--- config.mk ---
export PLATFORM = sky130hd
export DESIGN_NAME = vr_pipe_slice_flat
export DESIGN_NICKNAME = d
export VERILOG_FILES = /design/src/rtl/vr_pipe_slice_pkg.sv /design/src/rtl/vr_pipe_slice_if.sv /design/src/rtl/vr_pipe_slice_stage.sv /design/src/rtl/vr_pipe_slice.sv /design/src/flat_wrapper.sv
export SDC_FILE = /design/constraint.sdc
export NUM_CORES = 1
export LEC_CHECK = 0
export CAP_MARGIN = 25
export CORE_MARGIN = 2
export CORE_UTILIZATION = 35
export CTS_CLUSTER_SIZE = 14
export DETAILED_ROUTE_END_ITERATION = 10
export DONT_BUFFER_PORTS = 1
export GPL_TIMING_DRIVEN = 0
export SYNTH_ARGS = -nofsm -noshare
export SYNTH_HDL_FRONTEND = slang
export SYNTH_HIERARCHICAL = 1
export SYNTH_SLANG_ARGS = --single-unit
--- constraint.sdc ---
create_clock -name clk -period 1.55 [get_ports clk]
set_input_delay 0.31 -clock clk [delete_from_list [all_inputs] [get_ports clk]]
set_output_delay 0.31 -clock clk [all_outputs]
set_load 0.02 [all_outputs]
--- src/rtl/vr_pipe_slice_pkg.sv ---
// Shared handshake definitions for the valid/ready pipeline slice chain:
// per-stage mode encodings and a width helper for the occupancy counter.
package handshake_pkg;

    localparam int MODE_BYPASS = 0;
    localparam int MODE_FWD    = 1;
    localparam int MODE_BWD    = 2;
    localparam int MODE_FULL   = 3;

    // Bits needed to hold the values 0..value-1 (ceil(log2(value))).
    function automatic int clog2(input int value);
        int r;
        int v;
        r = 0;
        v = value - 1;
        while (v > 0) begin
            r++;
            v = v >> 1;
        end
        return r;
    endfunction

endpackage

--- src/rtl/vr_pipe_slice_if.sv ---
// Valid/ready payload channel. The master drives valid/data, the slave
// drives ready; a transfer happens on a rising edge with valid && ready.
interface vr_pipe_slice_if #(
    parameter int WIDTH = 8
);
    logic             valid;
    logic             ready;
    logic [WIDTH-1:0] data;

    modport master (output valid, output data, input ready);
    modport slave  (input valid, input data, output ready);
endinterface

--- src/rtl/vr_pipe_slice_stage.sv ---
// One valid/ready slice stage. MODE selects bypass wires, a forward
// register, a backward skid register, or a fully registered two-entry
// buffer. flush clears held entries on the next edge and blocks both
// handshakes while it is high. cnt reports the entries currently held.
module vr_slice_stage
    import handshake_pkg::*;
#(
    parameter int WIDTH = 8,
    parameter int MODE  = 3
) (
    input  logic             clk,
    input  logic             rst_n,
    input  logic             flush,
    input  logic             in_valid,
    output logic             in_ready,
    input  logic [WIDTH-1:0] in_data,
    output logic             out_valid,
    input  logic             out_ready,
    output logic [WIDTH-1:0] out_data,
    output logic [1:0]       cnt
);

    if (MODE == MODE_BYPASS) begin : g_bypass
        // Pure wires: no storage, so the clock and reset have nothing to drive.
        logic unused_ok;
        assign unused_ok = &{1'b0, clk, rst_n};

        assign in_ready  = out_ready & ~flush;
        assign out_valid = in_valid & ~flush;
        assign out_data  = in_data;
        assign cnt       = 2'd0;

    end else if (MODE == MODE_FWD) begin : g_fwd
        logic             vld_p0;
        logic [WIDTH-1:0] dat_p0;
        logic             load;

        // The slot may reload whenever it is empty or being emptied this cycle.
        assign load      = ~vld_p0 | out_ready;
        assign in_ready  = load & ~flush;
        assign out_valid = vld_p0 & ~flush;
        assign out_data  = dat_p0;
        assign cnt       = {1'b0, vld_p0};

        // Output register: refill from the input whenever the slot frees up.
        always_ff @(posedge clk or negedge rst_n) begin
            if (!rst_n) begin
                vld_p0 <= 1'b0;
                dat_p0 <= '0;
            end else if (flush) begin
                vld_p0 <= 1'b0;
            end else if (load) begin
                vld_p0 <= in_valid;
                if (in_valid) begin
                    dat_p0 <= in_data;
                end
            end
        end

    end else if (MODE == MODE_BWD) begin : g_bwd
        logic             vld_p0;
        logic [WIDTH-1:0] dat_p0;

        // Ready comes straight from the skid flag, cutting the ready path.
        assign in_ready  = ~vld_p0 & ~flush;
        assign out_valid = (in_valid | vld_p0) & ~flush;
        assign out_data  = vld_p0 ? dat_p0 : in_data;
        assign cnt       = {1'b0, vld_p0};

        // Skid register: catch an accepted word the downstream refused, release it once ready.
        always_ff @(posedge clk or negedge rst_n) begin
            if (!rst_n) begin
                vld_p0 <= 1'b0;
                dat_p0 <= '0;
            end else if (flush) begin
                vld_p0 <= 1'b0;
            end else if (vld_p0) begin
                if (out_ready) begin
                    vld_p0 <= 1'b0;
                end
            end else if (in_valid && !out_ready) begin
                vld_p0 <= 1'b1;
                dat_p0 <= in_data;
            end
        end

    end else begin : g_full
        // Main entry (p0) feeds the output; the skid entry (p1) absorbs the
        // word accepted while the main entry is stalled.
        logic             vld_p0;
        logic [WIDTH-1:0] dat_p0;
        logic             vld_p1;
        logic [WIDTH-1:0] dat_p1;
        logic             push;
        logic             pop;

        assign in_ready  = ~vld_p1 & ~flush;
        assign out_valid = vld_p0 & ~flush;
        assign out_data  = dat_p0;
        assign push      = in_valid & ~vld_p1;
        assign pop       = vld_p0 & out_ready;
        assign cnt       = {vld_p0 & vld_p1, vld_p0 ^ vld_p1};

        // Two-entry buffer: output only from registers, skid refills main on pop.
        always_ff @(posedge clk or negedge rst_n) begin
            if (!rst_n) begin
                vld_p0 <= 1'b0;
                dat_p0 <= '0;
                vld_p1 <= 1'b0;
                dat_p1 <= '0;
            end else if (flush) begin
                vld_p0 <= 1'b0;
                vld_p1 <= 1'b0;
            end else if (!vld_p0) begin
                if (push) begin
                    vld_p0 <= 1'b1;
                    dat_p0 <= in_data;
                end
            end else if (pop) begin
                if (vld_p1) begin
                    dat_p0 <= dat_p1;
                    vld_p1 <= 1'b0;
                end else if (push) begin
                    dat_p0 <= in_data;
                end else begin
                    vld_p0 <= 1'b0;
                end
            end else if (push) begin
                vld_p1 <= 1'b1;
                dat_p1 <= in_data;
            end
        end
    end

endmodule

--- src/rtl/vr_pipe_slice.sv ---
// Cascade of STAGES identical valid/ready slice stages between an upstream
// (m_if) and a downstream (s_if) channel, with a registered count of the
// entries held anywhere in the chain and a synchronous flush.
module vr_pipe_slice
    import handshake_pkg::*;
#(
    parameter int WIDTH  = 8,
    parameter int STAGES = 2,
    parameter int MODE   = 3,
    localparam int OCC_W = clog2(2 * STAGES + 1)
) (
    input  logic                 clk,
    input  logic                 rst_n,
    input  logic                 flush,
    vr_pipe_slice_if.slave       m_if,
    vr_pipe_slice_if.master      s_if,
    output logic [OCC_W-1:0]     occupancy
);

    logic [2*STAGES-1:0] cnt_all;
    logic [OCC_W-1:0]    occ_sum;

    genvar i;
    for (i = 0; i < STAGES; i++) begin : g_stg
        logic             in_valid;
        logic             in_ready;
        logic [WIDTH-1:0] in_data;
        logic             out_valid;
        logic             out_ready;
        logic [WIDTH-1:0] out_data;
        logic [1:0]       cnt;

        if (i == 0) begin : g_head
            assign in_valid = m_if.valid;
            assign in_data  = m_if.data;
        end else begin : g_link_in
            assign in_valid = g_stg[i-1].out_valid;
            assign in_data  = g_stg[i-1].out_data;
        end

        if (i == STAGES - 1) begin : g_tail
            assign out_ready = s_if.ready;
        end else begin : g_link_out
            assign out_ready = g_stg[i+1].in_ready;
        end

        assign cnt_all[2*i +: 2] = cnt;

        vr_slice_stage #(
            .WIDTH (WIDTH),
            .MODE  (MODE)
        ) u_stage (
            .clk       (clk),
            .rst_n     (rst_n),
            .flush     (flush),
            .in_valid  (in_valid),
            .in_ready  (in_ready),
            .in_data   (in_data),
            .out_valid (out_valid),
            .out_ready (out_ready),
            .out_data  (out_data),
            .cnt       (cnt)
        );
    end

    assign m_if.ready = g_stg[0].in_ready;
    assign s_if.valid = g_stg[STAGES-1].out_valid;
    assign s_if.data  = g_stg[STAGES-1].out_data;

    // Add up the per-stage entry counts.
    always_comb begin
        occ_sum = '0;
        for (int k = 0; k < STAGES; k++) begin
            occ_sum = occ_sum + OCC_W'(cnt_all[2*k +: 2]);
        end
    end

    // Occupancy register; flush forces zero so it reads 0 right after the flush edge.
    always_ff @(posedge clk or negedge rst_n) begin
        if (!rst_n) begin
            occupancy <= '0;
        end else if (flush) begin
            occupancy <= '0;
        end else begin
            occupancy <= occ_sum;
        end
    end

endmodule

--- src/flat_wrapper.sv ---
// flat-port wrapper written by rule: the top's interface ports become plain ports
module vr_pipe_slice_flat import handshake_pkg::*;
#(
    parameter int WIDTH  = 8,
    parameter int STAGES = 2,
    parameter int MODE   = 3,
    localparam int OCC_W = clog2(2 * STAGES + 1)
)
  (clk, rst_n, flush, occupancy, m_if_valid, m_if_data, m_if_ready, s_if_valid, s_if_data, s_if_ready);
  vr_pipe_slice_if #(.WIDTH(WIDTH)) m_if_i ();
  vr_pipe_slice_if #(.WIDTH(WIDTH)) s_if_i ();
  input  logic clk;
  input  logic rst_n;
  input  logic flush;
  output logic [OCC_W-1:0] occupancy;
  input wire logic [$bits(m_if_i.valid)-1:0] m_if_valid;
  input wire logic [$bits(m_if_i.data)-1:0] m_if_data;
  output wire logic [$bits(m_if_i.ready)-1:0] m_if_ready;
  output wire logic [$bits(s_if_i.valid)-1:0] s_if_valid;
  output wire logic [$bits(s_if_i.data)-1:0] s_if_data;
  input wire logic [$bits(s_if_i.ready)-1:0] s_if_ready;
  assign m_if_i.valid = m_if_valid;
  assign m_if_i.data = m_if_data;
  assign m_if_ready = m_if_i.ready;
  assign s_if_valid = s_if_i.valid;
  assign s_if_data = s_if_i.data;
  assign s_if_i.ready = s_if_ready;
  vr_pipe_slice #(.WIDTH(WIDTH), .STAGES(STAGES), .MODE(MODE)) u_core (.clk(clk), .rst_n(rst_n), .flush(flush), .m_if(m_if_i), .s_if(s_if_i), .occupancy(occupancy));
endmodule
==> results of run 1 <==
## timing repair
| action | in CTS | in global routing |
|---|---|---|
| gates resized for setup | 14 | 23 |
| buffers inserted | 11 | 2 |
| hold buffers | 2 | 0 |
| endpoints found under the setup margin | 33 | 34 |
| hold endpoints to repair | 39 | 0 |
| pin swaps | 3 | 3 |
## critical path: stages (launching register included)
cell	delay, ns
dfrtp_1	0.37
buf_6	0.12
and2b_2	0.18
nand2b_4	0.07
nor3b_4	0.21
buf_12	0.15
mux2_2	0.33
## registers in the layout, indices dropped and copies added (netlist names)
| register | count |
|---|---|
| u_core/g_stg.u_stage/g_full.vld_p1 | 2 |
| u_core/occupancy | 3 |
| u_core/g_stg.u_stage/g_full.vld_p0 | 2 |
| u_core/g_stg.u_stage/out_data | 16 |
| u_core/g_stg.u_stage/g_full.dat_p1 | 16 |
## cells in the final DEF (no fill, tap or decap), types with 3 or more instances in the layout
master | synthesis | layout
dfrtp_1 | 39 | 37
o22ai_1 | 16 | 16
a2bb2oi_2 | 0 | 12
mux2_4 | 0 | 9
buf_4 | 2 | 9
mux2_2 | 16 | 7
clkbuf_8 | 0 | 5
buf_6 | 0 | 5
inv_1 | 5 | 4
a21oi_1 | 6 | 4
a2bb2oi_1 | 16 | 4
nor2_1 | 4 | 3
buf_12 | 0 | 3
## synthesized netlist by cell type
master     count  share of area
nand2_1        2         0.0044
a221oi_4       2          0.031
and2b_2        2          0.010
nor3b_4        2          0.022
nor2b_1        1         0.0036
nand2b_4       2          0.016
a21oi_1        6          0.017
a2bb2oi_1     16          0.082
buf_2          2         0.0058
o22ai_1       16          0.058
fa_1           1          0.012
inv_1          5          0.011
mux2_2        16           0.10
dfrtp_1       39           0.57
ha_1           3          0.022
buf_4          2         0.0087
a211oi_1       2         0.0087
o21ai_0        2         0.0058
nor2_1         4         0.0087
## worst paths after layout
kind                                                            end  slack, ns  cells after the start
max in group asynchronous     u_core/g_stg[1].u_stage/g_full.vld_p1       0.85                      2
min in group asynchronous                       u_core/occupancy[1]       0.48                      2
hold reg to reg            u_core/g_stg[1].u_stage/g_full.dat_p1[7]       0.51                      1
setup / recovery           u_core/g_stg[1].u_stage/g_full.dat_p1[4]      -0.02                      6
setup reg to reg           u_core/g_stg[1].u_stage/g_full.dat_p1[4]      -0.02                      6
hold / removal                                  u_core/occupancy[1]       0.07                      1
## where the power goes
group	internal [W]	switching, W	total [W]
Clock	0.000479	0.000367	0.000846
Combinational	0.000307	0.000162	0.000468
Sequential	0.00121	0.000232	0.00144
## area by class of cell
type,count,area [um^2]
multi-input combinational,77,828.3
clock inverter,3,43.79
inverter,5,18.77
clock buffer,5,68.82
tap,67,83.83
fill,408,2502
timing repair buffer,15,160.2
sequential,39,978.4
buffer,4,38.79
## cell families after synthesis
logic type,after synthesis,share of synthesized area
compound gates,44,0.2026
flops,39,0.5685
mux,16,0.1050
simple gates,13,0.06488
buf+inv,9,0.02551
fa+ha+maj,4,0.03353
## stage by stage
stage | TNS (ns) | std cells | cell area [um^2]
2_1_floorplan | 0 | 125 | 1717
5_1_grt | -1.172 | 215 | 2221
6_report | -0.01999 | 215 | 2221
3_3_place_gp | -2.222 | 192 | 1800
4_1_cts | -0.01958 | 213 | 2101
3_5_place_dp | -3.754 | 192 | 1800
## routing by layer
layer / track usage / share of wire / vias up
li1: - / - / 518
met1: 0.1882 / 0.43 / 588
met2: 0.2312 / 0.49 / 27
met3: 0.05827 / 0.064 / 11
met4: 0.04040 / 0.013 / 0
met5: 0 / 0 / -
==> impl_metrics.ini, run 1 <==
[critical_path]
cp.arrival_ns = 1.74
worstPathRequired_ns = 1.73
end_kind = flip-flop
startpoint_type = flip-flop
worstReg2RegStart = u_core/g_stg[0].u_stage/g_full.vld_p0
critPathKind = reg2reg
path_max_fanout = 8
cp-startpoint = u_core/g_stg[0].u_stage/g_full.vld_p0

[clock_network]
cts_root_buf = clkbuf_8
clk_latency_ns = 0.29
cts_tree = yes
cts.clk_slew.worst_paths_ns = 0.08
cts_buffer_depth = 2
htreeDepth = 2
cts_num_sinks = 39
cts_buffers = 5

[sta]
finalWorstSetupSlack_ns = -0.01721
skew_ns = 0.005937
maxSlewHeadroom = 0.6079
rsz0062_at_grt = true
max_slew.worst_pin.slew_ns = 0.5881
max_freq_ghz = 0.6381
hold_violations = 0
fin_crit_ns = 1.567
layout_worst_path_cycle_share = 1.011
report.final.slew_viol_count = 0
finalSetupViolCount = 3
holdWs_ns = 0.06927

[routing]
via_per_inst = 5.321
num_vias = 1144
first_pass_iters = 4
routedWlPerCell_um = 17.09
drt_wl_total_um = 3674
ant_nets = 0
drt-initial-drc-count = 47
drc = 0

[placed_design]
io_buffer_count = 0
place_ws_ns = -0.1794
gp_congestion = 0.7356
dp_hpwl_um = 2318

[synthesis]
avgSynthCellArea_um2 = 13.73
netlist_area_um2 = 1717
ys_warn_count = 6
synth_seq_cells = 39
synth.distinct_cells = 19
synth-seq-area-share = 0.5685
netlist_instances = 125
synth_nets = 142

[global_routing]
grt_pass1_wl_um = 6009
grt-ovfl-total = 0
antenna_found_initial = 0
grt_usage = 0.1465
grt_max_degree = 40
grt_pass1_vias = 1237

[run_status]
status = complete, but fails checks
violations = setup timing

[finish]
fin_nets = 164
post_route_cells_drive_above_1_share = 0.4797
area_growth_pct = 29.37
post-route-util = 0.4702
antenna_cells = 0

[power_and_ir_drop]
p_leak_nw = 0.9461
p_total_w = 0.002757
power.density_nw_per_um2 = 1241
peakVddDrop_mv = 0.8604

[floorplanning]
dieArea_um2 = 5481
die_h_um = 74.04
floorplan.initialDensity = 0.3634
coreArea_um2 = 4723
row_count = 25
io-pin-count = 26
die_x_um = 74.04

[flow_run]
cap_violations = 0

[min_path]
min-delay-start = flush
hp-class = in2reg
Note: power is estimated with default switching activity, not from simulation.
==> inputs of run 2 (changes only) <==
--- a/config.mk
+++ b/config.mk
@@ -6,7 +6,7 @@
 export NUM_CORES = 1
 export LEC_CHECK = 0
 export CAP_MARGIN = 25
-export CORE_MARGIN = 2
+export CORE_MARGIN = 10
 export CORE_UTILIZATION = 35
 export CTS_CLUSTER_SIZE = 14
 export DETAILED_ROUTE_END_ITERATION = 10
==> constraint.sdc (replaced) <==
create_clock -name clk -period 1.25 [get_ports clk]
set_input_delay 0.25 -clock clk [delete_from_list [all_inputs] [get_ports clk]]
set_output_delay 0.25 -clock clk [all_outputs]
set_load 0.02 [all_outputs]
==> run 2 against run 1 <==
Against the previous run:
- the flow still finishes with violations (setup timing)
- maximum frequency decreased by 1.4%
- via count increased by 2.4%
- clock power rose by 45%
- critical path type unchanged
==> impl_metrics.ini, run 2 (same netlist as run 1, synthesis figures left out) <==
[sta]
fin_setup_tns_ns = -8.772
finalSetupViolCount = 36
hold_violations = 0
max_slew.worst_pin.slew_ns = 0.5862
maxSlewHeadroom = 0.6092
skew_ns = 0.003187
fin_crit_ns = 1.590
holdWs_ns = 0.01269
rsz0062_at_grt = true
finalWorstSetupSlack_ns = -0.3402
layout_worst_path_cycle_share = 1.272
max_freq_ghz = 0.6289
report.final.slew_viol_count = 0

[critical_path]
max_stage_delay_ns = 0.41
cp_slowest_cell = dfrtp_1
critPathTopFamily = simple AND/OR/NAND/NOR gates
critPathKind = reg2reg
cp_cell_sequence = buf_6 -> and2b_2 -> nor3b_4 -> buf_12 -> mux2_4
cp.arrival_ns = 1.76
path_max_fanout = 8
timing.critical_path.buf_inv = 2
worstPathRequired_ns = 1.42
end_kind = flip-flop
startpoint_type = flip-flop

[clock_network]
cts_buffers = 5
cts.clk_slew.worst_paths_ns = 0.07
clk_latency_ns = 0.29
cts_root_buf = clkbuf_8
htreeDepth = 2
cts_tree = yes
cts_buffer_depth = 2
cts_num_sinks = 39

[routing]
num_vias = 1172
ant_nets = 0
drt_wl_total_um = 4169
via_per_inst = 5.256
drt-initial-drc-count = 66
drc = 0
routedWlPerCell_um = 18.70
first_pass_iters = 4

[placed_design]
dp_hpwl_um = 2658
io_buffer_count = 0
place_ws_ns = -0.4424
dpl_cell_area_um2 = 1819
gp_congestion = 0.7048

[finish]
final_area_um2 = 2426
ff_latch_area_um2 = 978.4
final_cell_mix = 37 x dfrtp_1, 16 x mux2_4, 16 x a2bb2oi_2
post_route_cells_drive_above_1_share = 0.5385
area_growth_pct = 41.33
antenna_cells = 0
fin_nets = 172
multiInputGateArea_um2 = 914.6
layout_commonest_cell = dfrtp_1
fillCellCount = 396

[flow_run]
cap_violations = 0

[global_routing]
grt-ovfl-total = 0
grt_max_degree = 40
grt_pass1_wl_um = 6803
grt_usage = 0.1035
antenna_found_initial = 0
grt_pass1_vias = 1267

[run_status]
status = complete, but fails checks
violations = setup timing

[floorplanning]
dieArea_um2 = 8106
row_count = 25
io-pin-count = 26
die_h_um = 90.04
floorplan.initialDensity = 0.3634
coreArea_um2 = 4723
die_x_um = 90.04

[power_and_ir_drop]
p_total_w = 0.003700
p_leak_nw = 1.025
power.density_nw_per_um2 = 1525
peakVddDrop_mv = 0.8688

[min_path]
hp-class = in2reg
## run 2: cell count changes in the layout (fill, tap and decap cells not counted), moves of 4 or more
cell and change:
mux2_2 -7, mux2_4 +7, a2bb2oi_1 -4, a2bb2oi_2 +4, buf_4 +4
## run 2: path summary, 6_finish.rpt
kind	start	endpoint	slack (ns)	cells after the start
max reg2reg	u_core/g_stg[1].u_stage/g_full.vld_p0	u_core/g_stg[1].u_stage/g_full.dat_p1[2]	-0.34	5
min reg2reg	u_core/g_stg[0].u_stage/g_full.dat_p1[0]	u_core/g_stg[0].u_stage/g_full.dat_p1[0]	0.52	1
min in group asynchronous	rst_n	u_core/g_stg[0].u_stage/g_full.vld_p1	0.42	2
max	u_core/g_stg[1].u_stage/g_full.vld_p0	u_core/g_stg[1].u_stage/g_full.dat_p1[2]	-0.34	5
min	flush	u_core/g_stg[1].u_stage/g_full.vld_p0	0.01	1
max in group asynchronous	rst_n	u_core/g_stg[0].u_stage/g_full.dat_p1[5]	0.63	2
## run 2: routing by layer
metal  global-route usage  part of all wire  wire length (um)
met3              0.05653             0.087               361
met2               0.1653              0.49              2044
met1               0.1153              0.41              1705
met4              0.03316             0.014                57
met5                    0                 0                 0
## run 2: where the power goes
group	switching (W)	internal, W
clock	0.000430	0.000798
combinational	0.000218	0.000444
sequential	0.000309	0.00150
total	0.000956	0.00274
## run 2: through the flow
stage | std cells | utilization
2_1_floorplan | 125 | -
3_3_place_gp | 192 | 0.3852
3_5_place_dp | 192 | 0.3852
4_1_cts | 219 | 0.4975
5_1_grt | 223 | 0.5136
6_report | 223 | 0.5136
## run 2: timing repair
| item | CTS | global route |
|---|---|---|
| hold buffers | 2 | 1 |
| pin swaps | 4 | 5 |
| resized for setup | 45 | 9 |
| hold endpoints to repair | 39 | 2 |
| setup endpoints to repair | 37 | 38 |
| setup buffers | 17 | 3 |
## run 2: layout make-up
| cell class | count | area share |
|---|---|---|
| clock buffer | 6 | 0.02991 |
| buffer | 4 | 0.02166 |
| timing repair buffer | 23 | 0.1001 |
| sequential | 39 | 0.4033 |
| inverter | 5 | 0.008767 |
| multi-input combinational | 77 | 0.3770 |
| clock inverter | 2 | 0.02475 |
| tap | 67 | 0.03455 |
==> RTL edit 1, RTL diff (config.mk and constraints of run 2) <==
`STAGES` is set to 2 in 2 places; all go to 1.
--- a/src/rtl/vr_pipe_slice.sv
+++ b/src/rtl/vr_pipe_slice.sv
@@ -7,3 +7,3 @@
     parameter int WIDTH  = 8,
-    parameter int STAGES = 2,
+    parameter int STAGES = 1,
     parameter int MODE   = 3,
--- a/src/flat_wrapper.sv
+++ b/src/flat_wrapper.sv
@@ -4,3 +4,3 @@
     parameter int WIDTH  = 8,
-    parameter int STAGES = 2,
+    parameter int STAGES = 1,
     parameter int MODE   = 3,
Interface: changed (resized occupancy); port bits go from 26 to 25. The function was not compared with the original's and may differ.
==> RTL edit 1 against run 2 <==
- the flow still finishes with violations (setup timing)
- non-clock buffer count fell by 13
- combinational power fell by 44%
- via count shrank 50%
- sequential cell count is 19 lower
- worst hold slack improved by 0.016 ns
- total power is 56% lower
- synthesized cell count shrank 51%
- core utilization is 0.46 points lower
- final area fell by 52%
- setup slack better by 0.12 ns
- clock skew grew 0.0040 ns
- wire length decreased by 46%
- synthesized area is 50% lower
- critical path type unchanged
- critical endpoint is now u_core/g_stg[0].u_stage/g_full.dat_p1[4]
- largest power group unchanged
- highest routed layer is now met3
==> RTL edit 1: results (changes against run 2) <==
* Status: complete, but fails checks (unchanged)
* Failing checks: setup timing (unchanged)
* Fin nets at 92 (was 172)
* Fill count at 184 (was 396)
* Top cells by area, synth: dfrtp_1 59%, mux2_2 11%, a2bb2oi_1 8.2% (was dfrtp_1 57%, mux2_2 10%, a2bb2oi_1 8.2%)
* Worst r2r dst: u_core/g_stg[0].u_stage/g_full.dat_p1[4] (was u_core/g_stg[1].u_stage/g_full.dat_p1[2])
* Non-Filler Instances at 104 (was 223)
* Drt pass-1 iters at 2 (was 4)
* Slew headroom at 39.6% (was 60.9%)
* LEAKAGE at 0.000496 uW (was 0.00102 uW)
* Wire per inst at 21.7 um (was 18.7 um)
* Setup crit start: u_core/g_stg[0].u_stage/g_full.vld_p1 (was u_core/g_stg[1].u_stage/g_full.vld_p0)
* WHS at 0.0292 ns (was 0.0127 ns)
* Pre-CTS setup slack at -0.486 ns (was -0.442 ns)
* Layout Skew at 0.00718 ns (was 0.00319 ns)
* R2R depth at 4 (was 5)
* Synth cell count leaders: 20 x dfrtp_1, 8 x a2bb2oi_1, 8 x mux2_2, 8 x o22ai_1, 3 x a21oi_1 (was 39 x dfrtp_1, 16 x a2bb2oi_1, 16 x mux2_2, 16 x o22ai_1, 6 x a21oi_1)
* Number of global-route vias before repair at 696 (was 1267)
* Hpwl dp at 1340 um (was 2660 um)
* Final setup vio count at 16 (was 36)
* Placed inst area at 896 sq um (was 1820 sq um)
* Clk slew on worst S/H paths at 0.11 ns (was 0.07 ns)
* Distinct cells, synth at 18 (was 19)
* Worst Slack Setup Final at -0.221 ns (was -0.340 ns)
* H-tree lvl count at 1 (was 2)
* Placed Cells at 89 (was 192)
* Root buffer selected by CTS: clkbuf_4 (was clkbuf_8)
* Vias per cell at 5.66 (was 5.26)
* Design area at 1160 sq um (was 2430 sq um)
* Largest net degree at the start of global routing at 21 (was 40)
* Avg Cell Area, Syn at 14.0 sq um (was 13.7 sq um)
* Final GP Congestion at 0.715 (was 0.705)
[RTL edit 1: changes by cell type after synthesis, moves of 2 or more]
cell,delta
inv_1,-4
ha_1,-2
a21oi_1,-3
dfrtp_1,-19
a2bb2oi_1,-8
nor2_1,-3
o22ai_1,-8
mux2_2,-8
[RTL edit 1: kinds of logic (layout without fill, tap and decap cells)]
| kind of cell | after synthesis | after routing | share of synthesized area [%] |
|---|---|---|---|
| muxes | 8 | 8 | 10.5 |
| DFF | 20 | 20 | 58.6 |
| AOI/OAI and AO/OA | 22 | 22 | 20.4 |
| adders and majority gates | 1 | 1 | 1.46 |
| and+or+nand+nor | 7 | 7 | 7.17 |
| buffers and inverters | 3 | 18 | 1.90 |
[RTL edit 1: layout make-up]
class	count	share of cell area, %
plain buffers	1	1.30
clock buffers	3	1.94
inverters	1	0.324
multi-input cells	38	39.1
flip-flops and latches	20	43.3
well taps	28	3.02
repair buffers	13	11.0
[RTL edit 1: routing by layer]
metal / track usage, % / vias to the layer above / part of all wire (%)
met3: 7.28 / 0 / 13
met1: 10.4 / 299 / 40
met4: 2.00 / 0 / 0
met5: 0 / - / 0
met2: 15.3 / 24 / 47
li1: - / 266 / -
[RTL edit 1: where the power goes]
part	internal, uW	switching, uW	leakage, uW
combinational	247	127	0.000243
sequential	775	163	0.000239
clock	112	187	0.0000138
[RTL edit 1: critical path, cell delays in order, from the launching register on]
cell and delay [ns]:
dfrtp_2 0.45, nand2b_4 0.17, nor3b_4 0.25, buf_6 0.18
mux2_4 0.30
[RTL edit 1: repair_timing]
item                                   in CTS  in global routing
setup endpoints to repair                  18                 19
pin swaps                                   2                  1
endpoints found under the hold margin      24                  0
buffers inserted                           11                  0
hold buffers                                2                  0
resized for setup                          31                  2
==> RTL edit 2, RTL diff (config.mk and constraints of run 2) <==
Made on the original files. Reset style: synchronous (`rst_n`), changed in 4 clocked blocks.
--- a/src/rtl/vr_pipe_slice_stage.sv
+++ b/src/rtl/vr_pipe_slice_stage.sv
@@ -45,3 +45,3 @@
         // Output register: refill from the input whenever the slot frees up.
-        always_ff @(posedge clk or negedge rst_n) begin
+        always_ff @(posedge clk) begin
             if (!rst_n) begin
@@ -70,3 +70,3 @@
         // Skid register: catch an accepted word the downstream refused, release it once ready.
-        always_ff @(posedge clk or negedge rst_n) begin
+        always_ff @(posedge clk) begin
             if (!rst_n) begin
@@ -104,3 +104,3 @@
         // Two-entry buffer: output only from registers, skid refills main on pop.
-        always_ff @(posedge clk or negedge rst_n) begin
+        always_ff @(posedge clk) begin
             if (!rst_n) begin
--- a/src/rtl/vr_pipe_slice.sv
+++ b/src/rtl/vr_pipe_slice.sv
@@ -78,3 +78,3 @@
     // Occupancy register; flush forces zero so it reads 0 right after the flush edge.
-    always_ff @(posedge clk or negedge rst_n) begin
+    always_ff @(posedge clk) begin
         if (!rst_n) begin
Check against the original RTL: differs if rst_n is asserted again (counterexample within 4 cycles, from zero or initial values and one cycle with rst_n low); with rst_n held inactive, the same outputs for 10 cycles.
==> RTL edit 2 against run 2 <==
- the run still ends with setup timing left
- synthesized area up 10%
- synthesized cell count up 65%
- sequential cell count unchanged
- final area up 4.7%
- critical path depth unchanged
- die area up 7.7%
- wire length up 16%
- clock skew up 0.0019 ns
- setup slack better by 0.052 ns
- worst hold slack better by 0.094 ns
- fmax up 3.4%
- critical path type unchanged
- largest cell class is now multi-input gates
Power is not compared: it rests on default switching activity, and its combinational part moved more than twofold at a synthesized area within 25%.
==> RTL edit 2: results (changes against run 2) <==
* Status: complete, but fails checks (unchanged)
* Failing checks: setup timing (unchanged)
* RR Startpoint: u_core/g_stg[0].u_stage/g_full.vld_p0 (was u_core/g_stg[1].u_stage/g_full.vld_p0)
* Hold Path End: u_core/g_stg[0].u_stage/g_full.dat_p1[7] (was u_core/g_stg[1].u_stage/g_full.vld_p0)
* Largest stage delay, worst path at 0.43 ns (was 0.41 ns)
* Post-synthesis cell count at 206 (was 125)
* Synth cell count leaders: 39 x dfxtp_1, 20 x a21oi_1, 18 x inv_1, 18 x nor2_1, 18 x o21ai_0 (was 39 x dfrtp_1, 16 x a2bb2oi_1, 16 x mux2_2, 16 x o22ai_1, 6 x a21oi_1)
* Post-synth net total at 223 (was 142)
* Min-Delay Path Depth at 2 (was 1)
* Non-Filler Instances at 295 (was 223)
* Final setup vio count at 37 (was 36)
* Number of global-route vias before repair at 1630 (was 1267)
* Slew @ Worst Pin at 0.533 ns (was 0.586 ns)
* Top cells by area, synth: dfxtp_1 41%, a32oi_1 7.4%, o221a_2 7.2% (was dfrtp_1 57%, mux2_2 10%, a2bb2oi_1 8.2%)
* Setup crit start: u_core/g_stg[0].u_stage/g_full.vld_p0 (was u_core/g_stg[1].u_stage/g_full.vld_p0)
* Fin nets at 241 (was 172)
* Worst Slack Setup Final at -0.288 ns (was -0.340 ns)
* Total track usage at 11.3% (was 10.4%)
* Crit path capture: u_core/occupancy[1] (was u_core/g_stg[1].u_stage/g_full.dat_p1[2])
* Slowest CP cell: fa_2 (was dfrtp_1)
* Seq/Total Area, Yosys at 41.4% (was 56.9%)
* Worst-path fanout max at 2 (was 8)
* Largest net degree at the start of global routing at 18 (was 40)
* Post-synth ARST share at 0% (was 100%)
* Fill count at 453 (was 396)
* Hpwl dp at 3190 um (was 2660 um)
[RTL edit 2: where the power goes]
part	total (uW)	internal (uW)	leakage, uW	switching, uW
combinational	279	138	0.000474	140
clock	822	382	0.0000477	440
sequential	1310	1270	0.000319	38.1
[RTL edit 2: through the flow]
stage          setup slack, ns  hold WS [ns]  area, sq um  power, uW
4_1_cts                 -0.295        0.0929         2400       2410
3_3_place_gp            -0.375         0.399         2080       1540
2_1_floorplan           -0.213         0.398         1990       1500
6_report                -0.288         0.107         2540       2410
5_1_grt                 -0.343        0.0935         2540       2550
3_5_place_dp            -0.376         0.406         2080       1540
[RTL edit 2: per-layer routing]
layer	up-vias	part of all wire, %	GRT usage, %
met4	0	0.48	3.08
met1	754	44	13.7
met2	41	48	18.2
li1	802	-	-
met3	2	7.8	4.16
met5	-	0	0
[RTL edit 2: cell type report]
type	count	area, sq um	share of cell area, %
plain buffers	18	200	7.88
multi-input cells	129	1190	46.7
repair buffers	11	114	4.48
inverters	20	77.6	3.05
flip-flops and latches	39	791	31.1
clock inverters	3	15.0	0.591
well taps	70	87.6	3.45
clock buffers	5	68.8	2.71
[RTL edit 2: cells by family after synthesis]
kind of cell,Yosys count,synth area share (%)
compound gates,76,31.4
flops,39,41.4
simple gates,49,14.6
buf+inv,38,9.54
fa+ha+maj,4,3.05
[RTL edit 2: what timing repair did]
| item | CTS | global route |
|---|---|---|
| gates resized for setup | 35 | 34 |
| setup buffers | 7 | 4 |
| endpoints found under the hold margin | 0 | 0 |
| pin swaps | 23 | 19 |
| setup endpoints to repair | 39 | 39 |
[RTL edit 2: worst reg2reg max path, cell delays in order (launching register included)]
cell and delay [ns]:
dfxtp_2 0.33, buf_6 0.11, ha_4 0.26, ha_4 0.12
fa_2 0.43, and3b_1 0.18
